===== src/rtl/debug_run_ctrl.sv =====
// debug_run_ctrl: run/halt/single-step sequencer feeding the CPU pipeline stall.
// Ports:
//   clk, rstn     clock, synchronous active-low reset
//   halt_req      debug halt level (breakpoint or debug switch)
//   step_btn      debounced step button level; rising edge requests a step
//   step_count    instructions released per step (0 behaves as 1)
//   commit_valid  one instruction retired this cycle
//   cpu_stall     freeze pipeline
//   halted        sequencer is in HALTED
//   stepping      sequencer is in STEP
//   steps_left    commits still owed to the current step
//   step_done     one-cycle pulse on normal step completion
//   step_timeout  sticky flag: a step stopped because nothing retired
module debug_run_ctrl #(
    parameter int unsigned CNT_W  = 8,
    parameter int unsigned WDOG_W = 16
) (
    input  logic             clk,
    input  logic             rstn,
    input  logic             halt_req,
    input  logic             step_btn,
    input  logic [CNT_W-1:0] step_count,
    input  logic             commit_valid,
    output logic             cpu_stall,
    output logic             halted,
    output logic             stepping,
    output logic [CNT_W-1:0] steps_left,
    output logic             step_done,
    output logic             step_timeout
);

    localparam logic [WDOG_W-1:0] WDOG_MAX = '1;

    typedef enum logic [1:0] {
        ST_RUN    = 2'd0,
        ST_HALTED = 2'd1,
        ST_STEP   = 2'd2
    } state_e;

    state_e             state_q, state_d;
    logic [CNT_W-1:0]   steps_left_q, steps_left_d;
    logic [WDOG_W-1:0]  wdog_q, wdog_d;
    logic               prev_btn_q, prev_btn_d;
    logic               cpu_stall_q, cpu_stall_d;
    logic               halted_q, halted_d;
    logic               stepping_q, stepping_d;
    logic               step_done_q, step_done_d;
    logic               step_timeout_q, step_timeout_d;

    logic               step_req;
    logic [WDOG_W-1:0]  wdog_inc;

    // Next state, counters and Moore outputs derived from the next state
    always_comb begin
        state_d        = state_q;
        steps_left_d   = steps_left_q;
        wdog_d         = wdog_q;
        prev_btn_d     = step_btn;
        step_done_d    = 1'b0;
        step_timeout_d = step_timeout_q;

        // prev_btn tracks the button in every state so a held button never re-fires
        step_req = step_btn & ~prev_btn_q;
        wdog_inc = (wdog_q == WDOG_MAX) ? wdog_q : wdog_q + WDOG_W'(1);

        unique case (state_q)
            ST_RUN: begin
                steps_left_d = '0;
                if (halt_req) begin
                    state_d = ST_HALTED;
                end
            end
            ST_HALTED: begin
                // also flushes a count held over from a watchdog abort
                steps_left_d = '0;
                if (!halt_req) begin
                    state_d = ST_RUN;
                end else if (step_req) begin
                    state_d        = ST_STEP;
                    steps_left_d   = (step_count == '0) ? CNT_W'(1) : step_count;
                    wdog_d         = '0;
                    step_timeout_d = 1'b0;
                end
            end
            ST_STEP: begin
                if (!halt_req) begin
                    state_d      = ST_RUN;
                    steps_left_d = '0;
                end else if (commit_valid) begin
                    wdog_d = '0;
                    if (steps_left_q == CNT_W'(1)) begin
                        state_d      = ST_HALTED;
                        steps_left_d = '0;
                        step_done_d  = 1'b1;
                    end else if (steps_left_q != '0) begin
                        steps_left_d = steps_left_q - CNT_W'(1);
                    end
                end else begin
                    // expiry fires on the idle cycle that brings the count to its max
                    wdog_d = wdog_inc;
                    if (wdog_inc == WDOG_MAX) begin
                        state_d        = ST_HALTED;
                        step_timeout_d = 1'b1;
                    end
                end
            end
            default: begin
                state_d      = ST_RUN;
                steps_left_d = '0;
            end
        endcase

        if (!halt_req) begin
            step_timeout_d = 1'b0;
        end

        cpu_stall_d = (state_d == ST_HALTED);
        halted_d    = (state_d == ST_HALTED);
        stepping_d  = (state_d == ST_STEP);
    end

    // State and output registers
    always_ff @(posedge clk) begin
        if (!rstn) begin
            state_q        <= ST_RUN;
            steps_left_q   <= '0;
            wdog_q         <= '0;
            prev_btn_q     <= 1'b0;
            cpu_stall_q    <= 1'b0;
            halted_q       <= 1'b0;
            stepping_q     <= 1'b0;
            step_done_q    <= 1'b0;
            step_timeout_q <= 1'b0;
        end else begin
            state_q        <= state_d;
            steps_left_q   <= steps_left_d;
            wdog_q         <= wdog_d;
            prev_btn_q     <= prev_btn_d;
            cpu_stall_q    <= cpu_stall_d;
            halted_q       <= halted_d;
            stepping_q     <= stepping_d;
            step_done_q    <= step_done_d;
            step_timeout_q <= step_timeout_d;
        end
    end

    assign cpu_stall    = cpu_stall_q;
    assign halted       = halted_q;
    assign stepping     = stepping_q;
    assign steps_left   = steps_left_q;
    assign step_done    = step_done_q;
    assign step_timeout = step_timeout_q;

endmodule


===== config.mk =====
export PLATFORM = sky130hd
export DESIGN_NAME = debug_run_ctrl
export DESIGN_NICKNAME = d
export VERILOG_FILES = /design/src/rtl/debug_run_ctrl.sv
export SDC_FILE = /design/constraint.sdc
export NUM_CORES = 1
export LEC_CHECK = 0
export ABC_AREA = 1
export BUFFER_PORTS_ARGS = -buffer_cell sky130_fd_sc_hd__buf_2
export CORE_MARGIN = 1
export CORE_UTILIZATION = 60
export CTS_CLUSTER_DIAMETER = 40
export DETAILED_ROUTE_END_ITERATION = 12
export PLACE_DENSITY = 0.82
export SLEW_MARGIN = 30
export SYNTH_ARGS = -nofsm -noshare
export SYNTH_HDL_FRONTEND = slang
export SYNTH_SLANG_ARGS = --single-unit

===== constraint.sdc =====
create_clock -name clk -period 5.55 [get_ports clk]
set_input_delay 1.11 -clock clk [delete_from_list [all_inputs] [get_ports clk]]
set_output_delay 1.11 -clock clk [all_outputs]
set_load 0.02 [all_outputs]

**Yosys cells after proc, flatten, opt, wreduce, memory -nomap -nowiden**

Index checks and enable logic that the tools add are counted.

- Add/subtract/negate cells: 2
- $mul: 0
- Divide/modulo/power cells: 0
- $lt $le $gt $ge: 0
- Eq/ne operators: 14
- Shift operators: 0
- Mux-type cells: 27
- Bitwise logic cells: 2
- Reductions and logical operators: 9

Operators with widths:

| operator | number |
|---|---|
| 16-bit two-way mux | 5 |
| 8-bit two-way mux | 7 |
| 16-bit == test (second input constant) | 2 |
| 16-bit one-hot mux with 2 select lines | 1 |
| 16-bit by 1-bit adder with 16-bit output (second input constant) | 1 |
| 8-bit one-hot mux with 2 select lines | 1 |
| 2-bit two-way mux | 7 |
| 4-bit AND reduction | 3 |
| 2-bit inequality test (second input constant) | 5 |
| 8-bit by 1-bit == test with 1-bit output (second input constant) | 1 |
| 8-bit logical NOT | 1 |
| 8-bit nonzero test | 1 |
| 8-bit by 1-bit subtractor with 8-bit output (second input constant) | 1 |
| 2-bit one-hot mux with 3 select lines | 1 |
| 2-bit by 1-bit == test with 1-bit output (second input constant) | 2 |
| 2-bit == test (second input constant) | 2 |
| 1-bit two-way mux | 4 |
| 4-bit inequality test (second input constant) | 1 |
| 2-bit AND reduction | 2 |
| 3-bit inequality test (second input constant) | 1 |
| 2-bit logical NOT | 1 |
| 1-bit one-hot mux with 2 select lines | 1 |
| 2-bit nonzero test | 1 |
| 1-bit AND | 1 |
| 1-bit NOT | 1 |

- Register bits after elaboration: 31
- Bits in latches: 0
- Bits in writable memories: 0
- Bits in read-only memories: 0
- Bits of input ports: 13
- Output and inout bits: 13
- Word-level logic and storage cells: 62
- Memories kept: 0

**Depth between registers and ports, before layout**

Gate-level depths: netlist of the first run.

- Word-level depth: 8
- Depth in mapped cells: 16

**Least setup slack after synthesis of the first run**

OpenSTA, ideal clock, no wires.

- Kind: in2reg
- From: input port halt_req
- To: register wdog_q[0]
- Library setup time: 0.072 ns
- Data arrival time: 2.200 ns
- Data required time: 5.478 ns
- Setup slack: 3.278 ns
- Stages on the path: 7
- Path buffers: 1
- Path through: nand2_1 -> nor2_1 -> inv_1 -> nor2_1 -> clkbuf_1 -> nand2_1 -> a21oi_1

- Word-level cells in the longest chain between the ends: 2

RTL lines:

| what | RTL line | text |
|---|---|---|
| from (decl) | 20 | `input logic halt_req,` |
| 2-bit inequality test (no source line) | n/a |  |
| 4-bit AND reduction (no source line) (*) | n/a |  |
| to (signal assigned) | 137 | `wdog_q <= wdog_d;` |
| to (decl) | 42 | `logic [WDOG_W-1:0] wdog_q, wdog_d;` |

Mark *: on every way between the ends. The rest lies on a longest branch, timed or not.
A chain may end at the register's enable or synchronous reset.

**Worst setup path in the final report of the first run**

- From: input port halt_req
- To: register steps_left_q[0], in the netlist steps_left[0]

- Word-level cells in the longest chain between the ends: 2

RTL lines:

| what | RTL line | text |
|---|---|---|
| 4-bit inequality test (no source line), or another cell as far along | n/a |  |
| 2-bit AND reduction (no source line) / 8-bit one-hot mux with 2 select lines (equally long branches) | n/a |  |
| to (signal assigned) | 136 | `steps_left_q <= steps_left_d;` |
| to (decl) | 41 | `logic [CNT_W-1:0] steps_left_q, steps_left_d;` |

Several ways; a longest one is shown, not always the timed one.

==> impl_metrics.toml, run 1 <==
[timing]
hold_violations = 0
worstMarginPinSlew_ns = 0.786
fmax_mhz = 424
finalCritPeriodShare = 0.425
slew_headroom = 0.473
setup_viol = 0
skew_ns = 0.00522
timing.setup.tns_ns = 0
rsz0062_at_grt = "false"
drv_slew = 0
min_period_ns = 2.36

[synthesis]
yosys.area.top_type = "dfxtp_1"
synth_common_cells = "108 x nand2_1, 44 x inv_1, 36 x nor2_1"
ys_warn_count = 0
syn-instance-count = 339
async_reset_ff_frac = 0
synth_top_area_frac = 0.297
synth.distinct_cells = 28
yosysSeqAreaShare = 0.297
synth_edf_count = 0
syn_nets = 359
syn_area_mm2 = 0.00209
avgSynthCellArea_um2 = 6.16
ys_ff_latch = 31
ys_top_cells_by_area = "dfxtp_1 30%, nand2_1 19%, inv_1 7.9%, nor2_1 6.5%, a21oi_1 5.8%"
synth_flop_cell = "dfxtp_1"
synth_most_common_cell = "nand2_1"

[finish]
n_fill_cell = 329
drive_above_1_share = 0.156
design_area_mm2 = 0.00232
layout.nets = 385
diodes = 0
fin_cells = 412
area_growth_pct = 11.4

[die]
row_count = 21
die_x_um = 61.0
start_util = 0.625
die_y_um = 61.0
core_mm2 = 0.00334
fp.dieArea_mm2 = 0.00372
pin_count = 26

[critical_path]
path_max_fanout = 8
path_common_cell = "nand2_1"
reg2reg_to = "stepping"
endpoint_kind = "flip-flop"
r2r-start = "wdog_q[0]"
slowest_delay_ns = 0.46
rrSetupSlack_ns = 3.22
worstPathCellList = "buf_2 -> nand2_1 -> inv_1 -> nand2_1 -> o31ai_4 -> nor2_1 -> nand2_1 -> a21oi_1"
worst-setup-path-type = "in -> reg"
r2r_cells = 14
cp_data_arrival_time_ns = 2.60
critPathSlowestCell = "nor2_1"
required_ns = 5.79
worstSetupStartpointType = "input pin"

[clock_network]
clock-root-buffer = "clkbuf_4"
cts_tree = "yes"
postCtsSetupRepairBufs = 0
htree_levels = 2
insertion_delay_ns = 0.33
clock_sinks = 31
hold_buffers = 0
numCtsBuffers = 5
clockBufferDepth = 2
path_clk_slew_ns = 0.10
cts-resized-gates = 0

[drt]
route.vias.total = 2117
vias_per_cell = 5.14
drt_wl_total_mm = 4.74
drt-pass1-iter-count = 4
avgRoutedWirePerCell_um = 11.5
drcViolationCount = 0
drt_iter0_drc = 95
ant_nets = 0

[place]
gp_congestion = 0.902
place_area_mm2 = 0.00224
post-dp-hpwl_mm = 3.51
io_buffers = 25
dp.cells = 404

[grt]
antenna_found_initial = 0
overflow = 0
grt_pass1_wl_mm = 7.69
grt_use_total = 0.277
grt_pass1_vias = 1847
grt_max_degree = 28

[power]
p_leak_nw = 1.10
power.total_mw = 0.451
peakVddDrop_mv = 0.170
power_density_mw_per_mm2 = 194

[worst_hold_path]
whs_path_depth = 1
hp-class = "reg -> reg"
hold_path_startpoint = "step_timeout"
min_to = "step_timeout"

[status]
status = "completed"

[run]
maxCapViolCount = 0
==> per-layer routing <==
metal,share of wire,track usage,vias up
li1,-,-,1117
met1,0.45,0.335,940
met2,0.50,0.482,52
met3,0.037,0.0512,8
met4,0.014,0.114,0
met5,0,0,-
==> worst max-delay path: cells and delay by family <==
kind	cells	cell delay, ns
simple gates	4	0.98
compound gates	2	0.29
buf+inv	2	0.22
==> how the worst max path moves through the flow <==
| stage | from | slack, ns | to | cells past startpoint |
|---|---|---|---|---|
| final | halt_req | 3.19 | steps_left[0] | 8 |
| after global routing | wdog_q[0] | 3.04 | halted | 15 |
| after CTS | halt_req | 3.20 | steps_left[0] | 8 |
| after detailed placement | halt_req | 2.85 | steps_left[0] | 8 |
| after global placement | halt_req | 2.74 | wdog_q[12] | 7 |
| after floorplan | halt_req | 3.28 | wdog_q[0] | 7 |
==> logic make-up (layout without fill, tap and decap cells) <==
logic type | count (synthesis) | after routing | share of synthesized area
simple gates | 193 | 193 | 0.397
compound gates | 44 | 44 | 0.122
fa+ha+maj | 7 | 7 | 0.0420
xor+xnor | 9 | 9 | 0.0378
flops | 31 | 31 | 0.297
buf+inv | 55 | 82 | 0.104
==> flip-flops by register name, summed over array words and instances (netlist names) <==
register / flops
state_q: 2
step_timeout: 1
stepping: 1
steps_left: 8
prev_btn_q: 1
halted: 1
wdog_q: 16
step_done: 1
==> final cells by class <==
type / instances / area, um^2 / area share
clock inverter: 2 / 35.0 / 0.0151
clock buffer: 6 / 51.3 / 0.0221
tap: 46 / 57.6 / 0.0248
multi-input combinational: 253 / 1250 / 0.538
inverter: 49 / 184 / 0.0791
sequential: 31 / 621 / 0.267
timing repair buffer: 25 / 125 / 0.0538
==> cells in the final DEF (no fill, tap or decap), types with 3 or more instances in the layout <==
master	n
nand2_1	108
inv_1	44
nor2_1	35
dfxtp_1	31
buf_2	25
a21oi_1	24
nand3_1	19
o21ai_0	10
nand2_2	9
xor2_1	7
nor2_2	7
ha_1	7
nand4_1	5
nor3_1	5
clkbuf_4	5
o22ai_1	4
inv_2	4
a22oi_1	3
==> per-stage QoR <==
stage / util / setup slack [ns] / hold slack, ns
after CTS: 0.697 / 3.20 / 0.474
after detailed placement: 0.671 / 2.85 / 0.447
final: 0.697 / 3.19 / 0.468
after global routing: 0.697 / 3.04 / 0.526
after floorplan: - / 3.28 / 0.483
after global placement: 0.670 / 2.74 / 0.447
==> power by group <==
group | internal [mW] | switching (mW)
registers | 0.225 | 0.00159
logic | 0.0113 | 0.0245
clock network | 0.106 | 0.0824
total | 0.342 | 0.108
Power figures use the tool's default switching activity.
==> run 2: changes to the inputs <==
CORE_UTILIZATION = 58   (was 60)
PLACE_DENSITY = 0.8   (was 0.82)
clock period = 2.2 ns   (was 5.55 ns; I/O delays follow)
==> impl_metrics.toml, run 2 (synthesized netlist as in run 1, its figures left out) <==
[clock_network]
clock_sinks = 31
path_clk_slew_ns = 0.10
clock-root-buffer = "clkbuf_4"
clockBufferDepth = 2
hold_buffers = 0
postCtsSetupRepairBufs = 0
insertion_delay_ns = 0.34
cts-resized-gates = 0
numCtsBuffers = 5
htree_levels = 2
cts_tree = "yes"

[drt]
avgRoutedWirePerCell_um = 11.7
drt_wl_total_mm = 4.87
drt-pass1-iter-count = 4
drcViolationCount = 0
route.vias.total = 2152
drt_iter0_drc = 145
vias_per_cell = 5.15
ant_nets = 0

[grt]
grt_use_total = 0.282
grt_max_degree = 17
grt_pass1_vias = 1882
grt_pass1_wl_mm = 7.82
antenna_found_initial = 0
overflow = 0

[finish]
mostFrequentLayoutCell = "nand2_1"
largest_reg_flops = 16
regMostFlops = "wdog_q"
final_util = 0.696
area_growth_pct = 13.0
layout.nets = 392
drive_above_1_share = 0.172
design_area_mm2 = 0.00236
diodes = 0
mostFrequentLayoutCells = "108 x nand2_1, 44 x inv_1, 36 x nor2_1"

[die]
die_x_um = 62.0
row_count = 21
pin_count = 26
core_mm2 = 0.00339
die_y_um = 62.0
start_util = 0.616
fp.dieArea_mm2 = 0.00384

[critical_path]
r2r-start = "wdog_q[0]"
path_max_fanout = 6
cp_data_arrival_time_ns = 2.29
r2r_cells = 15
worst-setup-path-type = "reg -> reg"
endpoint_kind = "flip-flop"
worstSetupStartpointType = "flip-flop"
required_ns = 2.49
rrSetupSlack_ns = 0.20
reg2reg_to = "halted"

[power]
peakVddDrop_mv = 0.375
p_leak_nw = 1.11
power_density_mw_per_mm2 = 431

[timing]
min_period_ns = 2.00
setup_viol = 0
hold_violations = 0
timing.setup.tns_ns = 0
fmax_mhz = 499
worstMarginPinSlew_ns = 0.447
rsz0062_at_grt = "false"
slew_headroom = 0.699
drv_slew = 0
finalCritPeriodShare = 0.911
skew_ns = 0.00849

[place]
place_area_mm2 = 0.00229
gp_congestion = 0.910
io_buffers = 25
post-dp-hpwl_mm = 3.71

[worst_hold_path]
min_to = "prev_btn_q"
hold_path_startpoint = "step_btn"
hp-class = "in -> reg"
whs_path_depth = 3

[status]
status = "completed"

[run]
maxCapViolCount = 0
-- run 2: cell count changes in the layout (fill, tap and decap cells not counted) --
cell	change
dfxtp_2	+1
dfxtp_1	-1
nor2_1	+1
nor2_2	-1
bufinv_16	-1
buf_4	+7
ha_4	+1
ha_1	-1
-- run 2: metal layers --
metal  vias up  global-route usage  share of wire
li1       1130                   -              -
met1       966               0.328           0.46
met2        46               0.465           0.48
met3        10              0.0683          0.039
met4         0               0.171          0.022
met5         -                   0              0
-- run 2: report_power, final --
part | switching [mW] | internal, mW | total, mW
Sequential | 0.00471 | 0.566 | 0.571
Clock | 0.200 | 0.148 | 0.348
Combinational | 0.0625 | 0.0338 | 0.0963
Total | 0.267 | 0.748 | 1.02
-- run 2: area by class of cell --
| cell class | instances | area (um^2) |
|---|---|---|
| Inverter | 49 | 184 |
| Clock buffer | 6 | 51.3 |
| Sequential cell | 31 | 622 |
| Timing Repair Buffer | 32 | 178 |
| Tap cell | 46 | 57.6 |
| Multi-Input combinational cell | 253 | 1260 |
| Clock inverter | 1 | 5.00 |
| Fill cell | 312 | 1030 |
-- run 2: through the flow --
stage / setup slack, ns / hold WS (ns) / total power, mW / instances
5_1_grt: 0.0277 / 0.295 / 1.06 / 418
3_5_place_dp: 0.123 / 0.461 / 0.679 / 411
3_3_place_gp: 0.179 / 0.447 / 0.678 / 411
4_1_cts: 0.0804 / 0.286 / 1.02 / 418
6_report: 0.195 / 0.288 / 1.02 / 418
2_1_floorplan: 0.339 / 0.483 / 0.644 / 339
-- run 2: worst max-delay path: stages (launching register included) --
cell	delay, ns
dfxtp_2	0.41
ha_4	0.17
nand2_1	0.07
nor2_1	0.13
nand2_1	0.11
nor2_2	0.12
nand2_1	0.12
nand3_1	0.12
nand2_1	0.08
nor2_1	0.16
nand3_2	0.11
nand2_1	0.07
nand2_1	0.06
nand2_2	0.08
nand2_2	0.06
nor2_2	0.07
-- run 2: worst max path at each step --
stage / startpoint / end / slack, ns / cells past startpoint
detailed placement: wdog_q[0] / halted / 0.12 / 15
floorplan: wdog_q[0] / halted / 0.34 / 14
CTS: wdog_q[0] / halted / 0.08 / 15
finish: wdog_q[0] / halted / 0.20 / 15
global placement: wdog_q[0] / halted / 0.18 / 15
global route: wdog_q[0] / halted / 0.03 / 15
==> run 3: changes to the inputs <==
REMOVE_ABC_BUFFERS = 1   (was unset)
==> impl_metrics.toml, run 3 (synthesized netlist as in run 1, its figures left out) <==
[clock_network]
postCtsSetupRepairBufs = 0
cts-resized-gates = 0
clockBufferDepth = 2
clock-root-buffer = "clkbuf_4"
clock_sinks = 31
htree_levels = 2
hold_buffers = 0
numCtsBuffers = 5
cts_tree = "yes"
insertion_delay_ns = 0.33
path_clk_slew_ns = 0.10

[die]
row_count = 21
core_mm2 = 0.00339
die_y_um = 62.0
die_x_um = 62.0
fp.dieArea_mm2 = 0.00384
start_util = 0.616
pin_count = 26

[finish]
largest_reg_flops = 16
final_util = 0.697
mostFrequentLayoutCell = "nand2_1"
regMostFlops = "wdog_q"
layout.nets = 393
area_growth_pct = 13.2
mostFrequentLayoutCells = "108 x nand2_1, 44 x inv_1, 36 x nor2_1"
n_fill_cell = 309
drive_above_1_share = 0.174
diodes = 0

[grt]
grt_pass1_wl_mm = 7.60
grt_use_total = 0.270
antenna_found_initial = 0
overflow = 0
grt_max_degree = 17
grt_pass1_vias = 1863

[power]
p_leak_nw = 1.12
peakVddDrop_mv = 0.385
power_density_mw_per_mm2 = 413

[drt]
vias_per_cell = 5.13
drt-pass1-iter-count = 5
avgRoutedWirePerCell_um = 11.0
ant_nets = 0
drt_iter0_drc = 98
drcViolationCount = 0
route.vias.total = 2154
drt_wl_total_mm = 4.64

[timing]
drv_slew = 0
setup_viol = 0
min_period_ns = 2.01
skew_ns = 0.00769
slew_headroom = 0.668
hold_violations = 0
worstMarginPinSlew_ns = 0.497
finalCritPeriodShare = 0.912
rsz0062_at_grt = "false"
fmax_mhz = 498
timing.setup.tns_ns = 0

[critical_path]
worstSetupStartpointType = "flip-flop"
worst-setup-path-type = "reg -> reg"
crit_family = "simple AND/OR/NAND/NOR gates"
path_max_fanout = 6
cp_data_arrival_time_ns = 2.28
endpoint_kind = "flip-flop"
critPathSlowestCell = "dfxtp_4"
slowest_delay_ns = 0.40
path_common_cell = "nand2_1"
worstPathCellList = "ha_4 -> nand2_1 -> nor2_1 -> nand2_1 -> nor2_2 -> nand2_1 -> nand3_1 -> nand2_1 -> nor3_2 -> nand3_2 -> nand2_1 -> nand2_1 -> nand2_2 -> nand2_2 -> nor2_2"
required_ns = 2.48
crit_buf_inv = 0

[place]
gp_congestion = 0.897
io_buffers = 25
post-dp-hpwl_mm = 3.57

[run]
maxCapViolCount = 0

[worst_hold_path]
hp-class = "in -> reg"

[status]
status = "completed"
==> run 3: changes by cell type in the layout (fill, tap and decap cells not counted), sizes merged <==
cell	delta
buf	+1
clkbuf	+1
==> run 3: routing by layer <==
layer  vias up  wire (um)  global-route usage
met3        17        221              0.0621
li1       1137          -                   -
met5         -          0                   0
met1       931       2040               0.319
met2        69       2230               0.454
met4         0        143               0.143
==> run 3: where the power goes <==
group          switching [mW]  total, mW  internal (mW)  leakage [nW]
Clock                   0.188      0.312          0.124        0.0293
Sequential            0.00429      0.569          0.565         0.252
Combinational          0.0610     0.0955         0.0345         0.835
Total                   0.253      0.977          0.724          1.12
==> run 3: final cells by class <==
type	count	area, um^2	share of cell area
flip-flops and latches	31	626	0.265
clock inverters	1	5.00	0.00212
inverters	49	184	0.0778
multi-input cells	253	1260	0.534
repair buffers	33	185	0.0783
well taps	46	57.6	0.0244
clock buffers	7	45.0	0.0191
==> run 3: path summary, 6_finish.rpt <==
check                           cells past startpoint         start           end  slack (ns)
worst max-delay path                               15     wdog_q[0]        halted        0.19
worst min-delay path                                3      step_btn    prev_btn_q        0.30
worst max register to register                     15     wdog_q[0]        halted        0.19
worst min register to register                      1  step_timeout  step_timeout        0.48
==> run 3: through the flow <==
step           instances  setup WS (ns)  hold WS (ns)  power (mW)  cell area (um^2)
2_1_floorplan        333          0.362         0.483       0.640              2050
3_3_place_gp         412          0.128         0.452       0.677              2300
6_report             420          0.193         0.304       0.977              2360
4_1_cts              420         0.0332         0.298       0.990              2350
3_5_place_dp         412         0.0610         0.456       0.679              2300
5_1_grt              420       0.000256         0.311        1.02              2360
==> run 3: worst register-to-register path, delay by kind of cell, from the launching register on <==
kind | cells | cell delay (ns)
simple gates | 14 | 1.40
fa+ha+maj | 1 | 0.17
flops | 1 | 0.40
